<file path="src/rtl/uart_tx_cfg.sv">
// UART transmitter for the debug transport: configurable frame format, fractional baud
// generator, one-entry holding register, pause/resume escape frames and TX channel mux.
module uart_tx_cfg #(
    parameter int          CLK_RATE  = 100_000_000,
    parameter int          BAUD_RATE = 115200,
    parameter int          DATA_BITS = 8,
    parameter int          PARITY    = 0,
    parameter int          STOP_BITS = 1,
    parameter int          ESC_EN    = 1,
    parameter logic [7:0]  ESC       = 8'hB1,
    parameter logic [7:0]  RESUME    = 8'h00
) (
    input  logic                 CLK_I,
    input  logic                 RST_I,
    input  logic [DATA_BITS-1:0] DATA_I,
    input  logic                 TX_START_I,
    output logic                 TX_READY_O,
    input  logic                 ESC_DETECTED_I,
    input  logic                 SEND_PAUSE_I,
    input  logic                 CHANNEL_I,
    input  logic                 TX2_I,
    output logic                 TX_O,
    output logic                 TX_BUSY_O,
    output logic                 TX_DONE_O
);

    localparam int               ACC_W     = $clog2(CLK_RATE) + 1;
    localparam logic [ACC_W-1:0] BAUD_INC  = ACC_W'(BAUD_RATE);
    localparam logic [ACC_W-1:0] CLK_MAX   = ACC_W'(CLK_RATE);
    localparam logic [3:0]       LAST_DATA = 4'(DATA_BITS - 1);
    localparam logic [3:0]       LAST_STOP = 4'(STOP_BITS - 1);

    generate
        if (ESC_EN != 0 && DATA_BITS != 8) begin : g_bad_cfg
            $error("uart_tx_cfg: ESC_EN requires DATA_BITS == 8");
        end
    endgenerate

    typedef enum logic [2:0] {S_IDLE, S_START, S_DATA, S_PARITY, S_STOP} state_t;
    state_t state, state_nxt;

    logic [DATA_BITS-1:0] hold, shreg, frame_byte;
    logic                 hold_esc, hold_valid, pausing, last_esc, par_bit;
    logic                 tx_reg, tx_nxt;
    logic [ACC_W-1:0]     acc, acc_sum;
    logic [3:0]           cnt;
    logic                 tick, final_tick, load_pt, pause_evt, resume_evt;
    logic                 load_ctrl, load_data, load, accept;

    // A load point is IDLE or the final stop tick; escape events are only sampled there.
    always_comb begin
        acc_sum    = acc + BAUD_INC;
        tick       = (state != S_IDLE) && (acc_sum >= CLK_MAX);
        final_tick = (state == S_STOP) && tick && (cnt == LAST_STOP);
        load_pt    = !CHANNEL_I && ((state == S_IDLE) || final_tick);
        pause_evt  = (ESC_EN != 0) && SEND_PAUSE_I && !pausing;
        resume_evt = (ESC_EN != 0) && !SEND_PAUSE_I && pausing;
        load_ctrl  = load_pt && (pause_evt || resume_evt) && !last_esc;
        load_data  = load_pt && !load_ctrl && hold_valid;
        load       = load_ctrl || load_data;
        frame_byte = load_ctrl ? (pause_evt ? DATA_BITS'(ESC) : DATA_BITS'(RESUME)) : hold;
        accept     = TX_START_I && !hold_valid && !CHANNEL_I;
    end

    always_ff @(posedge CLK_I) begin
        if (RST_I || CHANNEL_I) state <= S_IDLE;
        else                    state <= state_nxt;
    end

    always_comb begin
        state_nxt = state;
        case (state)
            S_IDLE:   if (load) state_nxt = S_START;
            S_START:  if (tick) state_nxt = S_DATA;
            S_DATA:   if (tick && cnt == LAST_DATA) state_nxt = (PARITY != 0) ? S_PARITY : S_STOP;
            S_PARITY: if (tick) state_nxt = S_STOP;
            S_STOP:   if (final_tick) state_nxt = load ? S_START : S_IDLE;
            default:  state_nxt = S_IDLE;
        endcase
    end

    // Line level is registered and only changes on bit boundaries.
    always_comb begin
        tx_nxt = tx_reg;
        if (load || tick) begin
            case (state_nxt)
                S_START:  tx_nxt = 1'b0;
                S_DATA:   tx_nxt = shreg[0];
                S_PARITY: tx_nxt = par_bit;
                default:  tx_nxt = 1'b1;
            endcase
        end
        TX_O       = CHANNEL_I ? TX2_I : tx_reg;
        TX_READY_O = !hold_valid && !CHANNEL_I;
        TX_BUSY_O  = (state != S_IDLE);
        TX_DONE_O  = final_tick && !CHANNEL_I;
    end

    always_ff @(posedge CLK_I) begin
        if (RST_I || CHANNEL_I) begin
            hold       <= '0;
            hold_esc   <= 1'b0;
            hold_valid <= 1'b0;
            pausing    <= 1'b0;
            last_esc   <= 1'b0;
            acc        <= '0;
            cnt        <= '0;
            shreg      <= '0;
            par_bit    <= 1'b0;
            tx_reg     <= 1'b1;
        end else begin
            tx_reg <= tx_nxt;
            // Residue carries across back-to-back frames so the rate never drifts.
            if (state == S_IDLE) acc <= '0;
            else if (tick)       acc <= acc_sum - CLK_MAX;
            else                 acc <= acc_sum;

            if (load)      cnt <= '0;
            else if (tick) cnt <= (state_nxt != state) ? 4'd0 : cnt + 4'd1;

            if (load) begin
                shreg   <= frame_byte;
                par_bit <= (PARITY == 1) ? ~^frame_byte : ^frame_byte;
            end else if (tick && state_nxt == S_DATA) begin
                shreg <= shreg >> 1;
            end

            if (load_data) begin
                hold_valid <= 1'b0;
                last_esc   <= hold_esc;
            end
            if (accept) begin
                hold       <= DATA_I;
                hold_esc   <= ESC_DETECTED_I;
                hold_valid <= 1'b1;
            end

            if (load_pt) begin
                if (pause_evt)       pausing <= 1'b1;
                else if (resume_evt) pausing <= 1'b0;
            end
        end
    end

endmodule
</file>
<file path="config.mk">
export PLATFORM = sky130hd
export DESIGN_NAME = uart_tx_cfg
export DESIGN_NICKNAME = d
export VERILOG_FILES = /design/src/rtl/uart_tx_cfg.sv
export SDC_FILE = /design/constraint.sdc
export NUM_CORES = 1
export LEC_CHECK = 0
export CAP_MARGIN = 20
export CELL_PAD_IN_SITES_DETAIL_PLACEMENT = 0
export CELL_PAD_IN_SITES_GLOBAL_PLACEMENT = 1
export CORE_UTILIZATION = 35
export CTS_BUF_LIST = sky130_fd_sc_hd__clkbuf_8
export DETAILED_ROUTE_END_ITERATION = 10
export GPL_ROUTABILITY_DRIVEN = 0
export PLACE_DENSITY_LB_ADDON = 0.1
export SLEW_MARGIN = 20
export SYNTH_ARGS = -nofsm -noshare
export SYNTH_HDL_FRONTEND = slang
export SYNTH_SLANG_ARGS = --single-unit
</file>
<file path="constraint.sdc">
create_clock -name CLK_I -period 6.75 [get_ports CLK_I]
set_input_delay 1.0125 -clock CLK_I [delete_from_list [all_inputs] [get_ports CLK_I]]
set_output_delay 1.0125 -clock CLK_I [all_outputs]
set_load 0.01 [all_outputs]
</file>
# Word level (Yosys, flattened, before mapping)
# Index checks and enable logic that the tools add are counted.
# W data, S select, Z words.
dict set report classes {
  mux 19
  n_eq_ne 9
  n_lt_le_gt_ge 1
  reduce_logical 37
  add_sub_neg 3
}
# cell count
set op_table {}
lappend op_table {{$mux W8} 4}
lappend op_table {{$add A28 B17 Y28 const B} 1}
lappend op_table {{$ge A28 B27 Y1 const B} 1}
lappend op_table {{$mux W28} 1}
lappend op_table {{$sub A28 B27 Y28 const B} 1}
lappend op_table {{$logic_and A1 B1 Y1} 16}
lappend op_table {{$mux W3} 5}
lappend op_table {{$pmux W3 S5} 1}
lappend op_table {{$eq A3 B2 Y1 const B} 4}
lappend op_table {{$reduce_xor A8 Y1} 1}
lappend op_table {{$eq A3 B1 Y1 const B} 2}
lappend op_table {{$logic_not A1 Y1} 6}
lappend op_table {{$mux W1} 6}
lappend op_table {{$reduce_bool A2 Y1} 3}
lappend op_table {{$logic_or A1 B1 Y1} 5}
lappend op_table {{$add A4 B1 Y4 const B} 1}
lappend op_table {{$eq A4 B3 Y1 const B} 1}
lappend op_table {{$logic_not A4 Y1} 1}
lappend op_table {{$mux W4} 1}
lappend op_table {{$reduce_or A2 Y1} 2}
lappend op_table {{$eq A3 B3 Y1 const B} 1}
lappend op_table {{$logic_not A3 Y1} 1}
lappend op_table {{$ne A3 B3 Y1} 1}
lappend op_table {{$pmux W1 S3} 1}
lappend op_table {{other kinds (2)} 2}
dict set report totals {
  wordCells 80
  register_bits 57
}

# Logic depth before layout (Yosys ltp)
# Gate-level depths: netlist (run 1).
dict set report depth {
  word_depth 20
  ltp_mapped 13
  depth_no_buf 10
}

# Worst setup path after synthesis (run 1)
# Ideal clock, no wire load.
dict set report synth_path {
  path_type {register to output}
  startpoint {register acc[9]}
  endpoint {output port TX_DONE_O}
  arrival_time_ns 2.447
  path_slack_ns 3.291
  n_path_buf 1
  stages_incl_launch_ff 10
  path_cell_list {dfxtp_1 > ha_1 > buf_4 > nand4_2 > a32o_1 > or4b_1 > a2bb2oi_1 > o2111a_2 > o21bai_1 > nor2_1}
}
dict set report synth_between {
  elab_chain_len 6
}
# item line_no
set synth_lines {}
lappend synth_lines {{start: declaration} 45} ;# logic [ACC_W-1:0] acc, acc_sum;
lappend synth_lines {{start signal: assignment} 115} ;# else if (tick) acc <= acc_sum - CLK_MAX;
lappend synth_lines {{start signal: assignment} 116} ;# else acc <= acc_sum;
lappend synth_lines {{$add A28 B17 Y28} 52} ;# acc_sum = acc + BAUD_INC;
lappend synth_lines {{$ge A28 B27 Y1} 53} ;# tick = (state != S_IDLE) && (acc_sum >= CLK_MAX);
lappend synth_lines {{$logic_and A1 B1 Y1} 53}
lappend synth_lines {{$logic_and A1 B1 Y1 (2 in series)} 54} ;# final_tick = (state == S_STOP) && tick && (cnt == LAST_STOP);
lappend synth_lines {{$logic_and A1 B1 Y1} 96} ;# TX_DONE_O = final_tick && !CHANNEL_I;
lappend synth_lines {{end: declaration} 24} ;# output logic TX_DONE_O
# Every way passes these cells.

# Worst setup path in the final report (run 1)
# Ends and elaborated chain as after synthesis.

==> flow_summary.yaml, run 1 <==
global_routing:
  grt_start_max_net_pins: 26
  grt_pass1_vias: 2971
  grt_overflow: 0
  grt_use_total: 0.184
  antenna_found_initial: 0
  grt_pass1_wl_mm: 14.9
floorplanning:
  die_x_um: 101
  row_count: 35
  start_util: 0.367
  die_area_sq_um: 10300
  core_region_area_sq_um: 9420
  io_pins: 19
  die_h_um: 101
synthesis:
  synthXorXnorAreaFrac: 0.0761
  syn_inst: 439
  yosysTopAreaCellShare: 0.284
  async_flop_share: 0
  synthTopCellsByArea: "dfxtp_1 28%, nor2_1 5.8%, nand2_1 5.4%"
  synth_edf_count: 0
  ys_warn_count: 0
  synth_area_leader_cell: "dfxtp_1"
  yosys.area_share.simple: 0.313
  ys_types: 75
  avgSynthCellArea_sq_um: 7.87
  synth_mux_area_frac: 0.0341
  synthAdderAreaFrac: 0.0254
  synth_compound_area_frac: 0.222
  synth_top_family_by_area: "simple AND/OR/NAND/NOR gates"
  synth_top_flop_cell: "dfxtp_1"
  syn_area_sq_um: 3450
  syn_nets: 461
  yosys_register_bits: 49
  seq_area_frac_synth: 0.284
drt:
  post_drt_wl_per_cell_um: 15.5
  drt_iter0_drc: 103
  vias: 3155
  wl_mm: 8.89
  drtPass1Iterations: 4
  vias_per_cell: 5.49
  postRouteAntennaNets: 0
  drc: 0
place:
  dp_hpwl_mm: 6.55
  dp_slack_ps: 2330
  placed_area_sq_um: 3690
  dp.cells: 567
  port_buffers: 18
worst_setup_path:
  cp-start-kind: "register"
  slowest_stage: "clkdlybuf4s50_1"
  critical_path_class: "reg2out"
  cp_max_fo: 12
  crit_buf_inv: 1
  cpPeakStageDelay_ps: 550
  worst-path-stages: 9
  required_ps: 5740
  cp.arrival_ps: 3760
  crit_family: "compound AO/OA/AOI/OAI gates"
  r2r_cells: 10
  cp-end-kind: "output port"
  path_cells: "ha_1 > nand4_2 > a32o_1 > or4b_1 > a2bb2oi_1 > o2111a_2 > o21bai_1 > nor2_1 > clkdlybuf4s50_1"
timing:
  max_slew.worst_pin.slew_ps: 896
  fin_tns_setup_ps: 0
  fin_crit_ps: 4780
  fin_ws_ps: 1970
  slew_headroom: 0.403
  rsz0062_at_grt: "false"
  fmaxAchievable_ghz: 0.209
  drv_slew: 0
  holdWs_ps: 456
  period_share: 0.708
  skew_ps: 6.83
  setup_viol: 0
  final_hold_viol_count: 0
clocking:
  clk_pin_slew_ps: 110
  cts_tree: "built"
  cts_setup_buffers: 0
  numCtsBuffers: 5
  clock_sinks: 49
  cts.repair.resized: 0
  htreeDepth: 2
  clockBufferDepth: 2
  cts-root-buf: "clkbuf_8"
  worstSkewPairLatency_ps: 320
  ctsHoldBuffers: 0
min_path:
  hold_path_class: "reg2reg"
  holdPathStages: 2
finish:
  drive_above_1_share: 0.0830
  area_delta_synth_final_pct: 9.78
  regMostFlops: "acc"
  largest_reg_flops: 20
  fin_nets: 467
  reg.largest.list: "acc (20), hold (8), shreg (8)"
  design_area_sq_um: 3790
  fin_cells: 575
  postLayoutCoreUtil: 0.403
  n_antenna_cell: 0
power_and_ir_drop:
  powerDensity_nw_per_um2: 145
  switching_share: 0.282
  power_frac_seq: 0.540
  leakagePower_nw: 1.27
  pwr-share-clk: 0.360
  internal_power_mw: 0.395
  combPwrFrac: 0.100
  max-vdd-ir-drop_mv: 0.0782
  p_sw_mw: 0.155
  power.total_mw: 0.551
job:
  cap_violations: 0
outcome:
  status: "completed"
-- synthesized netlist by cell type (3+ instances only) --
cell type / instances
nor2_1: 53
nand2_1: 50
dfxtp_1: 49
a21oi_1: 27
nor3_1: 21
xnor2_1: 18
nand3_1: 14
inv_1: 13
xor2_1: 12
clkbuf_1: 10
mux2i_1: 8
o21ai_0: 8
ha_1: 7
or3_1: 7
a221oi_1: 6
nand2b_1: 6
and3_1: 5
nor2b_1: 5
o21a_1: 5
or2_2: 5
a211oi_1: 4
a22oi_1: 4
a31oi_1: 4
and2_1: 4
and3b_1: 4
buf_4: 4
nand4_1: 4
nor3_2: 4
nor4_1: 4
o211ai_1: 4
a21o_1: 3
buf_2: 3
o31ai_1: 3
o32ai_1: 3
-- worst min-delay path: cells and delay by family, from the launching register on --
family	cells	cell delay, ps
flip-flops	1	320
AND/OR/NAND/NOR	1	50
AO/OA/AOI/OAI	1	50
-- power groups by stage --
stage               registers, mW  logic, mW  clock network (mW)
floorplan                   0.302     0.0366                   0
global placement            0.304     0.0551                   0
detailed placement          0.304     0.0550                   0
CTS                         0.297     0.0553               0.208
global route                0.298     0.0611               0.222
finish                      0.297     0.0549               0.198
-- path summary, 6_finish.rpt --
| kind | start | to | slack [ps] |
|---|---|---|---|
| max reg2reg | acc[9]$_SDFF_PP0_ | tx_reg$_SDFFE_PP1P_ | 2920 |
| max | acc[9]$_SDFF_PP0_ | TX_DONE_O | 1970 |
| min | hold_esc$_SDFFE_PP0P_ | hold_esc$_SDFFE_PP0P_ | 460 |
| min reg2reg | hold_esc$_SDFFE_PP0P_ | hold_esc$_SDFFE_PP0P_ | 460 |
-- cells in the final DEF (no fill, tap or decap), types with 5 or more instances in the layout --
cell             count
a21oi_1             27
a221oi_1             6
and3_1               5
clkbuf_8             5
clkdlybuf4s50_1     18
dfxtp_1             49
ha_1                 7
inv_1               13
mux2i_1              8
nand2_1             50
nand2b_1             6
nand3_1             14
nor2_1              53
nor2b_1              5
nor3_1              21
o21a_1               5
o21ai_0              8
or2_2                5
or3_1                7
xnor2_1             18
xor2_1              12
-- kinds of logic (layout without fill, tap and decap cells) --
family | count (synthesis) | count (layout)
buffers and inverters | 33 | 40
DFF | 49 | 49
adders and majority gates | 7 | 7
AOI/OAI and AO/OA | 103 | 103
xor gates and xnor gates | 30 | 30
muxes | 11 | 11
and+or+nand+nor | 206 | 206
-- metal layers --
layer	wire, um	vias up	track usage
met3	194	10	0.0235
met5	0	-	0
li1	-	1597	-
met2	4470	54	0.333
met1	4110	1494	0.229
met4	108	0	0.0457
-- cell type report --
type	instances	area, sq um
Clock buffer	5	68.8
Tap cell	129	161
Inverter	13	48.8
Fill cell	989	5620
Clock inverter	3	28.8
Timing Repair Buffer	19	188
Multi-Input combinational cell	357	2310
Sequential cell	49	981
Power figures use the tool's default switching activity.
==> inputs of run 2 (changes only) <==
clock period = 4.33 ns   (was 6.75 ns; I/O delays follow)
==> flow_summary.yaml, run 2 (synthesized netlist as in run 1, its figures left out) <==
outcome:
  status: "completed"
clocking:
  clk_pin_slew_ps: 100
  cts-root-buf: "clkbuf_8"
  htreeDepth: 2
  cts_setup_buffers: 0
  clockBufferDepth: 2
  worstSkewPairLatency_ps: 310
  numCtsBuffers: 5
  ctsHoldBuffers: 0
  clock_sinks: 49
  cts_tree: "built"
global_routing:
  grt_start_max_net_pins: 26
  grt_pass1_wl_mm: 14.9
  grt_overflow: 0
  antenna_found_initial: 0
  grt_use_total: 0.184
  grt_pass1_vias: 3028
finish:
  layout_common_cells: "52 x nor2_1, 50 x nand2_1, 48 x dfxtp_1"
  largest_reg_flops: 20
  drive_above_1_share: 0.0998
  design_area_sq_um: 3840
  final-seq-area_sq_um: 982
  n_antenna_cell: 0
  area_delta_synth_final_pct: 11.3
  regMostFlops: "acc"
  final_common_cell: "nor2_1"
  fill_cells: 1006
  reg.largest.list: "acc (20), hold (8), shreg (8)"
  multi_input_area_sq_um: 2330
  fin_nets: 472
floorplanning:
  row_count: 35
  die_area_sq_um: 10300
  io_pins: 19
  die_h_um: 101
  start_util: 0.367
  die_x_um: 101
  core_region_area_sq_um: 9420
worst_setup_path:
  cp-start-kind: "register"
  path_cells: "nand4_2 > a32o_1 > or4b_1 > a2bb2oi_1 > o2111a_2 > o21bai_1 > nor2_1 > clkdlybuf4s50_1"
  crit_buf_inv: 1
  cp-end-kind: "output port"
  required_ps: 3680
  cp_max_fo: 12
  critical_path_class: "reg2out"
  slowest_stage: "dfxtp_1"
  cpPeakStageDelay_ps: 580
  cp.arrival_ps: 3400
  crit_family: "compound AO/OA/AOI/OAI gates"
power_and_ir_drop:
  powerDensity_nw_per_um2: 222
  leakagePower_nw: 1.29
  max-vdd-ir-drop_mv: 0.117
  power.total_mw: 0.854
timing:
  fin_tns_setup_ps: 0
  setup_viol: 0
  period_share: 0.936
  rsz0062_at_grt: "false"
  max_slew.worst_pin.slew_ps: 896
  final_hold_viol_count: 0
  skew_ps: 4.69
  drv_slew: 0
  slew_headroom: 0.402
  fin_crit_ps: 4050
  fmaxAchievable_ghz: 0.247
min_path:
  hold_path_class: "reg2reg"
drt:
  drt_iter0_drc: 90
  wl_mm: 8.90
  postRouteAntennaNets: 0
  drc: 0
  vias_per_cell: 5.50
  vias: 3191
  drtPass1Iterations: 4
  post_drt_wl_per_cell_um: 15.3
job:
  cap_violations: 0
place:
  placed_area_sq_um: 3730
  dp_hpwl_mm: 6.65
  port_buffers: 18
-- run 2: worst paths after layout --
kind                                            start                    end  slack [ps]  cells after the start
worst max-delay path               acc[11]$_SDFF_PP0_              TX_DONE_O         280                      8
worst min-delay path            hold_esc$_SDFFE_PP0P_  hold_esc$_SDFFE_PP0P_         460                      2
worst max register to register     acc[11]$_SDFF_PP0_     acc[15]$_SDFF_PP0_         890                      9
worst min register to register  hold_esc$_SDFFE_PP0P_  hold_esc$_SDFFE_PP0P_         460                      2
-- run 2: per-stage QoR --
stage               utilization  setup slack [ps]  cells  hold slack [ps]
floorplan                     -              1230    439              432
global placement          0.396               417    572              446
detailed placement        0.396               358    572              444
CTS                       0.407              97.7    580              459
global route              0.408              81.8    580              486
finish                    0.408               278    580              456
-- run 2: layout make-up --
type,count,area share
multi-input cells,357,0.606
inverters,13,0.0127
clock inverters,3,0.00748
flip-flops and latches,49,0.255
clock buffers,5,0.0179
well taps,129,0.0420
repair buffers,24,0.0586
-- run 2: timing repair --
action / in CTS / in global routing
endpoints found under the hold margin: 0 / 0
gates resized for setup: 1 / 3
setup endpoints to repair: 1 / 1
-- run 2: worst reg2reg max path, stage by stage, from the launching register on --
cell	delay, ps
dfxtp_1	580
nand4_2	270
a32o_1	330
or4b_1	500
a2bb2oi_1	190
o2111a_2	330
o21ai_2	280
or4_1	560
o211ai_1	130
mux2i_1	200
-- run 2: metal layers --
metal	track usage	part of all wire	vias up
li1	-	-	1612
met1	0.220	0.45	1504
met2	0.338	0.50	65
met3	0.0262	0.029	10
met4	0.0569	0.015	0
met5	0	0	-
-- run 2: where the power goes --
part	total, mW	switching [mW]	internal [mW]
registers	0.463	0.00644	0.457
clock network	0.303	0.182	0.121
logic	0.0874	0.0481	0.0393
==> inputs of run 3 (changes only) <==
ABC_AREA = 1   (was unset)
CORE_ASPECT_RATIO = 0.9   (was unset)
==> flow_summary.yaml, run 3 <==
outcome:
  status: "completed"
synthesis:
  synth_area_leader_cell: "dfxtp_1"
  seq_area_frac_synth: 0.301
  synthTopCellsByCount: "115 x nand2_1, 72 x inv_1, 49 x dfxtp_1"
  yosysTopAreaCellShare: 0.301
  syn_inst: 500
  synth_top_flop_cell: "dfxtp_1"
  yosys_register_bits: 49
  ys_types: 37
  ys_warn_count: 0
  synth_edf_count: 0
  synthTopCellsByArea: "dfxtp_1 30%, nand2_1 13%, inv_1 8.3%"
  avgSynthCellArea_sq_um: 6.52
  async_flop_share: 0
  syn_nets: 522
  synth.most_common_cell: "nand2_1"
  syn_area_sq_um: 3260
clocking:
  clockBufferDepth: 2
  worstSkewPairLatency_ps: 300
  clk_pin_slew_ps: 90
  htreeDepth: 2
  cts_tree: "built"
  numCtsBuffers: 5
  ctsHoldBuffers: 0
  cts_setup_buffers: 0
  clock_sinks: 49
  cts-root-buf: "clkbuf_8"
  cts.repair.resized: 0
global_routing:
  grt_overflow: 0
  gr-usage-met3: 0.0251
  grt_pass1_wl_mm: 13.4
  grt_busiest_layer: "met2"
  grt_start_max_net_pins: 21
  grt_use_total: 0.171
  met1_usage: 0.240
  grt_pass1_vias: 2791
  antenna_found_initial: 0
  grt.met2_usage: 0.277
worst_setup_path:
  critPathLaunch: "acc[9]$_SDFF_PP0_"
  r2r-start: "acc[9]$_SDFF_PP0_"
  cp_max_fo: 7
  r2r_cells: 24
  r2r_slack_ps: 900
  cp.arrival_ps: 2940
  cp-start-kind: "register"
  r2r_end: "shreg[5]$_SDFFE_PP0P_"
  cp-end-kind: "output port"
  critical_path_class: "reg2out"
  critPathCapture: "TX_DONE_O"
  required_ps: 3680
place:
  dp_hpwl_mm: 6.07
  placed_area_sq_um: 3570
  port_buffers: 18
timing:
  final_hold_viol_count: 0
  setup_viol: 0
  fin_tns_setup_ps: 0
  slew_headroom: 0.589
  rsz0062_at_grt: "false"
  fmaxAchievable_ghz: 0.279
  fin_crit_ps: 3590
  drv_slew: 0
  period_share: 0.828
  max_slew.worst_pin.slew_ps: 610
  skew_ps: 4.73
finish:
  layout_common_cells: "115 x nand2_1, 74 x inv_1, 49 x dfxtp_1"
  multi_input_area_sq_um: 1930
  final-seq-area_sq_um: 981
  fill_cells: 987
  regMostFlops: "acc"
  postLayoutCoreUtil: 0.402
  design_area_sq_um: 3650
  n_antenna_cell: 0
  area_delta_synth_final_pct: 12.0
  largest_reg_flops: 20
  drive_above_1_share: 0.110
  reg.largest.list: "acc (20), hold (8), shreg (8)"
  final_common_cell: "nand2_1"
  fin_nets: 541
min_path:
  hold_path_class: "reg2reg"
  worstHoldStart: "shreg[1]$_SDFFE_PP0P_"
  holdPathStages: 2
drt:
  drtPass1Iterations: 7
  post_drt_wl_per_cell_um: 12.0
  drt_iter0_drc: 123
  vias_per_cell: 4.72
  wl_mm: 7.73
  vias: 3030
  postRouteAntennaNets: 0
  drc: 0
power_and_ir_drop:
  leakagePower_nw: 1.55
  max-vdd-ir-drop_mv: 0.138
  powerDensity_nw_per_um2: 226
  power.total_mw: 0.827
floorplanning:
  row_count: 33
  io_pins: 19
  die_x_um: 104
  die_h_um: 93.6
  die_area_sq_um: 9710
  start_util: 0.359
  core_region_area_sq_um: 9080
job:
  cap_violations: 0
run 3: cell types whose count changed in the layout (fill, tap and decap cells not counted), moves of 8 or more:
| cell | delta |
|---|---|
| nand4_1 | +9 |
| inv_1 | +61 |
| nand2_1 | +65 |
| nand3_1 | +21 |
| xnor2_1 | -14 |
| inv_2 | +10 |
| nand2_2 | +14 |
| mux2i_1 | -8 |
| nor3_1 | -14 |
| o21ai_0 | +26 |
run 3: cell type report:
cell class / instances / area share
Multi-Input combinational cell: 360 / 0.527
Sequential cell: 49 / 0.268
Inverter: 83 / 0.0866
Timing Repair Buffer: 20 / 0.0534
Tap cell: 122 / 0.0418
Clock buffer: 5 / 0.0188
Clock inverter: 3 / 0.00411
run 3: worst min-delay path by stage:
| stage | slack [ps] | end |
|---|---|---|
| 6_report | 460 | shreg[1]$_SDFFE_PP0P_ |
| 5_1_grt | 470 | shreg[2]$_SDFFE_PP0P_ |
| 4_1_cts | 460 | shreg[1]$_SDFFE_PP0P_ |
| 3_5_place_dp | 440 | shreg[1]$_SDFFE_PP0P_ |
| 3_3_place_gp | 440 | shreg[1]$_SDFFE_PP0P_ |
| 2_1_floorplan | 430 | shreg[1]$_SDFFE_PP0P_ |
run 3: power by group:
group	internal, mW	switching [mW]	total (mW)	leakage [nW]
Sequential	0.458	0.00459	0.463	0.396
Combinational	0.0382	0.0578	0.0961	1.11
Clock	0.110	0.159	0.269	0.0467
run 3: metrics by stage:
step           std cells  hold WS, ps  worst slack [ps]
3_3_place_gp         634          445               969
6_report             642          458               744
3_5_place_dp         634          443               919
5_1_grt              642          475               499
2_1_floorplan        500          425              1620
4_1_cts              642          460               709
run 3: cell families after synthesis:
group                      Yosys count  share of synthesized area
DFF                                 49                      0.301
xor gates and xnor gates            10                     0.0268
AOI/OAI and AO/OA                   87                      0.148
adders and majority gates            7                     0.0268
and+or+nand+nor                    256                      0.389
buffers and inverters               91                      0.109
run 3: routing by layer:
metal | up-vias | wire (um)
met5 | - | 0
met4 | 0 | 70
met3 | 6 | 157
met2 | 30 | 3380
met1 | 1343 | 4120
li1 | 1651 | -
run 3: critical path, cell delays in order (launching register included):
cell             delay [ps]
dfxtp_1                 380
ha_1                    250
nand2_2                 110
nor2_1                   80
nor2_1                  270
nor2_1                   70
nand2_1                  80
nand2_2                  90
nor2_4                  160
nand2_2                  90
nor2_2                  110
nand3_2                 110
nand3_4                 140
nand3_4                  90
inv_1                    70
clkdlybuf4s50_1         530
